===== src/rtl/fig4_12_settle_timer.sv =====
// Load/decrement settle counter; expire is high while the count equals one,
// marking the final settle cycle before F is sampled.
module fig4_12_settle_timer #(
  parameter int unsigned WIDTH = 4
) (
  input  logic             clock,
  input  logic             reset,
  input  logic             load,
  input  logic [WIDTH-1:0] load_value,
  input  logic             run,
  output logic             expire
);

  logic [WIDTH-1:0] count;

  // Load takes priority; otherwise count down while running, stopping at zero.
  always_ff @(posedge clock or posedge reset) begin
    if (reset) begin
      count <= '0;
    end else if (load) begin
      count <= load_value;
    end else if (run && (count != '0)) begin
      count <= count - WIDTH'(1);
    end
  end

  assign expire = (count == WIDTH'(1));

endmodule


===== config.mk =====
export PLATFORM = sky130hd
export DESIGN_NAME = fig4_12_settle_timer
export DESIGN_NICKNAME = d
export VERILOG_FILES = /design/src/rtl/fig4_12_settle_timer.sv
export SDC_FILE = /design/constraint.sdc
export NUM_CORES = 1
export LEC_CHECK = 0
export ABC_CLOCK_PERIOD_IN_PS = 1910
export CELL_PAD_IN_SITES_DETAIL_PLACEMENT = 0
export CELL_PAD_IN_SITES_GLOBAL_PLACEMENT = 1
export CORE_AREA = 2 2 39 41
export DETAILED_ROUTE_END_ITERATION = 6
export DIE_AREA = 0 0 41 43
export HOLD_SLACK_MARGIN = 0.06
export PLACE_DENSITY_LB_ADDON = 0.25
export SLEW_MARGIN = 5
export SYNTH_ARGS = -nofsm -noshare
export SYNTH_HDL_FRONTEND = slang
export SYNTH_SLANG_ARGS = --single-unit

===== constraint.sdc =====
create_clock -name clock -period 1.91 [get_ports clock]
set_clock_uncertainty 0.15 [all_clocks]
set_input_delay 0.2865 -clock clock [delete_from_list [all_inputs] [get_ports clock]]
set_output_delay 0.2865 -clock clock [all_outputs]
set_load 0.01 [all_outputs]

Yosys cells after proc, flatten, opt, wreduce, memory -nomap -nowiden
Cells that the tools add are included.
{ "word_totals": {"reg_bits": 4, "word_cells": 8, "input_bits": 8, "out_inout_bits": 1} }
{ "classes": {"eq_ne": 1, "muxes": 2, "n_reduce_logical": 3, "n_addsub": 1} }
{ "ops": {"columns": ["operator", "count"], "rows": [
  ["2-to-1 mux 4 bit", 2],
  ["== test 4 x 1 -> 1 bit (second input constant)", 1],
  ["nonzero test 4 bit", 1],
  ["subtractor 4 x 1 -> 4 bit (second input constant)", 1],
  ["nonzero test 2 bit", 1],
  ["logical AND 1 bit", 1]
]} }

Logic depth before layout (Yosys ltp)
{ "depth": {"depth_word": 4, "depth_mapped": 5, "depth_no_buf": 5} }

Worst setup path before layout
Ideal clock, no wire load.
{ "synth_timing": {"path_type": "reg-to-reg", "startpoint": "reg count[0]", "endpoint": "reg count[1]", "path_buffers": 0, "setup_slack_ns": 0.327, "t_arrival_ns": 1.357, "stages_incl_launch_ff": 6, "required_ns": 1.684, "setup_time_ns": 0.076, "period_less_slack_ns": 1.583, "cell_sequence": "dfrtp_1 > inv_1 > ha_1 > or3b_4 > a31o_1 > o21ai_1"} }
{ "synth_between": {"elab_chain_len": 3, "word_cells_on_any_way": 6, "classes_between": "add/sub (1); mux (2); reduce/logical (3)"} }
{ "synth_rtl": {"columns": ["item", "line", "rtl"], "rows": [
  ["start: declaration", "14", "logic [WIDTH-1:0] count;"],
  ["start signal: assignment", "21", "count <= load_value;"],
  ["start signal: assignment", "23", "count <= count - WIDTH'(1);"],
  ["subtractor 4 x 1 -> 4 bit or nonzero test 4 bit (tied branches)", "23, 22", null],
  ["2-to-1 mux 4 bit or logical AND 1 bit (tied branches)", "22", "end else if (run && (count != '0)) begin"],
  ["2-to-1 mux 4 bit or nonzero test 2 bit (tied branches)", null, null]
]} }
Several ways; a longest one is shown, not always the timed one. The select of a mux whose other input is x is not followed.
A chain may end at the register's enable or synchronous reset.

Final worst setup path
{ "layout_timing": {"startpoint": "reg count[1]", "endpoint": "out expire"} }
{ "layout_between": {"elab_chain_len": 1} }
{ "layout_rtl": {"columns": ["item", "line", "rtl"], "rows": [
  ["== test 4 x 1 -> 1 bit", "27", "assign expire = (count == WIDTH'(1));"],
  ["end: declaration", "11", "output logic expire"]
]} }
No other way between the ends.

==> qor.txt <==
Final Cell Area - 415.4 um2
Crit path kind - register to output port
TritonCTS clock tree - built
Average detailed-routed wire length per instance - 10.62 um
Pins Over Slew Limit - 0
Number of warnings reported in the yosys synthesis log - 0
Input/output buffers - 8
Pwr per Cell Area - 695.7 nW/um2
Starting Density - 20.71%
Register share of total power - 37.8%
DP HPWL - 500.2 um
Area of the placeable core - 1384 um2
Via total after detailed routing - 248
Io pins - 9
Routability Congestion - 0.7013
Iter 0 DRT Violations - 5
Vias per std cell - 4.276
Aggregate negative setup slack - 0 ps
Reg with most FFs - count
Setup-violating endpoint count in the final report - 0
Clock tree root buffer cell - sky130_fd_sc_hd__clkbuf_4
Ordered list of cells on the worst path - inv_1 -> ha_1 -> nor3b_1 -> dlygate4sd2_1
Largest stage delay on the critical path - 390 ps
Cell type with the highest aggregate area in the netlist - sky130_fd_sc_hd__dfrtp_1
Max Root-Sink Buffers - 2
Net count after synthesis - 40
Number of levels the H-tree was split into - 1
Floorplan die area - 1763 um2
Leak Pwr - 0.1867 nW
Mapped Avg Cell Area - 9.551 um2
Final wirelength - 616 um
Setup repair after global routing missed its margin - false
GRT Resource Usage Total - 9.596%
Reg clk slew, reported paths - 40 ps
Buffer count from post-CTS setup fixing - 0
Number of hold violations in the final report - 0
Core occupancy in the finished layout - 30.02%
Post-Place Cell Area - 394.1 um2
ANT cells - 0
Fraction of layout cells with a size suffix above 1 - 16.67%
Launching element type of the critical path - register
Maxcap violations - 0
Count of distinct cell types in the synthesized netlist - 17
Clk sink count - 4
Switching power of the nets - 0.07796 mW
Data arrival at the endpoint of the critical path - 1320 ps
Worst Max-Slew Pin Slew - 314.6 ps
Most common cell after layout, fill and taps aside - sky130_fd_sc_hd__clkdlybuf4s50_1
Number of buffers created by CTS - 3
Netlist area before placement - 286.5 um2
Worst slew margin - 78.96%
Via count of the first global-routing pass - 275
Critical Path End Type - output port
Synthesized flop and latch total - 4
Congestion Overflow GR - 0
Height of the die - 43 um
Switching share of power - 26.98%
Signed area change from the synthesized netlist to the final layout - 44.98%
Placement Rows - 14
Antenna violations before repair - 0
Highest attainable clock frequency - 569.4 MHz
Cell count after synthesis - 30
Final routed DRC violation total - 0
First-pass iteration count of the detailed router - 3
Worst supply voltage drop on vdd - 0.0002557 V
Status - finished clean
Top library cells by usage in the layout, fill and taps aside - 7 x sky130_fd_sc_hd__clkdlybuf4s50_1, 4 x sky130_fd_sc_hd__nand2_1, 4 x sky130_fd_sc_hd__dfrtp_1
Die width - 41 um
Shortest period the worst path allows - 1756 ps
Class of the most critical hold timing path - input port to asynchronous set/reset pin
Registers with the most flip-flops - count (4)
Largest register FFs - 4
Clk network pwr share - 35.7%
CP Data Required Time - 1470 ps
Combinational fraction of design power - 26.5%
Fin crit share - 91.95%
Cell Int Power - 0.2110 mW
CP max stage cell - sky130_fd_sc_hd__dfrtp_1
Clk_lat worst skew - 230 ps
Most area-consuming cells after synthesis - sky130_fd_sc_hd__dfrtp_1 35%, sky130_fd_sc_hd__ha_1 8.7%, sky130_fd_sc_hd__nor3b_1 7.9%, sky130_fd_sc_hd__nand2_1 5.2%, sky130_fd_sc_hd__nor4b_2 5.2%
Share of synthesized area occupied by flip-flops and latches - 34.93%
Slack of the worst reg-to-reg path - 220 ps
Remaining antenna violation count - 0
Highest net fanout along the worst path - 3
Synth top area share - 34.93%
Pin count of the biggest net entering global routing - 10
Post-layout net count - 54
Global-route wire length before repair - 1069 um
Hold buffer count at CTS - 0
-- metrics by stage --
step / std cells / setup slack (ps) / total power, mW / hold slack, ps
floorplan: 30 / 326.9 / 0.1554 / -97.42
CTS: 58 / 136.3 / 0.2980 / 80.88
global placement: 55 / 155.1 / 0.1871 / 324.0
detailed placement: 55 / 117.7 / 0.1893 / 333.0
global route: 58 / 39.58 / 0.3077 / 112.2
finish: 58 / 153.8 / 0.2890 / 82.56
-- layer usage --
metal	wire length [um]	vias to the layer above	GRT usage [%]
li1	-	134	-
met1	267	110	10.49
met2	315	4	13.75
met3	33	0	2.094
met4	0	0	10.00
met5	0	-	0
-- synth_stat cells --
master	count
sky130_fd_sc_hd__dfrtp_1	4
sky130_fd_sc_hd__nand2_1	4
sky130_fd_sc_hd__inv_1	3
sky130_fd_sc_hd__nor3b_1	3
sky130_fd_sc_hd__a21oi_1	2
sky130_fd_sc_hd__ha_1	2
sky130_fd_sc_hd__o21ai_1	2
sky130_fd_sc_hd__a221o_1	1
sky130_fd_sc_hd__a31o_1	1
sky130_fd_sc_hd__and4b_1	1
sky130_fd_sc_hd__buf_4	1
sky130_fd_sc_hd__mux2i_1	1
sky130_fd_sc_hd__nor2b_1	1
sky130_fd_sc_hd__nor3_1	1
sky130_fd_sc_hd__nor4b_2	1
sky130_fd_sc_hd__o311ai_1	1
sky130_fd_sc_hd__or3b_4	1
-- timing repair --
item	4_1_cts	5_1_grt
gates resized for setup	1	0
hold endpoints to repair	0	0
endpoints found under the setup margin	1	0
-- final timing paths --
| check | startpoint | to | cells past startpoint |
|---|---|---|---|
| min in group clock | load_value[2] | count[2]$_DFFE_PP0P_ | 3 |
| setup reg to reg | count[0]$_DFFE_PP0P_ | count[1]$_DFFE_PP0P_ | 5 |
| max in group asynchronous | reset | count[1]$_DFFE_PP0P_ | 2 |
| setup / recovery | count[1]$_DFFE_PP0P_ | expire | 4 |
| hold / removal | reset | count[3]$_DFFE_PP0P_ | 2 |
| hold reg to reg | count[1]$_DFFE_PP0P_ | count[1]$_DFFE_PP0P_ | 2 |
-- layout make-up --
cell class	instances	area, um2
multi-input cells	22	167.7
inverters	3	11.26
fillers	150	968.4
clock buffers	3	22.52
well taps	16	20.02
flip-flops and latches	4	100.1
repair buffers	10	93.84
-- worst max-delay path: cells and delay by family, from the launching register on --
kind                     cells  cell delay (ps)
AND/OR/NAND/NOR              1              170
flip-flops                   1              390
adder cells (fa/ha/maj)      1              140
buffers and inverters        2              380
-- kinds of logic after synthesis --
group           after synthesis  share of synthesized area [%]
compound gates                7                          16.60
fa+ha+maj                     2                          8.732
buf+inv                       4                          6.551
flops                         4                          34.94
mux                           1                          3.494
simple gates                 12                          29.69
-- power groups by stage --
| stage | clock network, mW | logic (mW) | registers [mW] |
|---|---|---|---|
| 2_1_floorplan | 0 | 0.0479 | 0.108 |
| 3_3_place_gp | 0 | 0.0764 | 0.111 |
| 3_5_place_dp | 0 | 0.0789 | 0.110 |
| 4_1_cts | 0.111 | 0.0781 | 0.109 |
| 5_1_grt | 0.112 | 0.0846 | 0.112 |
| 6_report | 0.103 | 0.0766 | 0.109 |
Power figures use the tool's default switching activity.
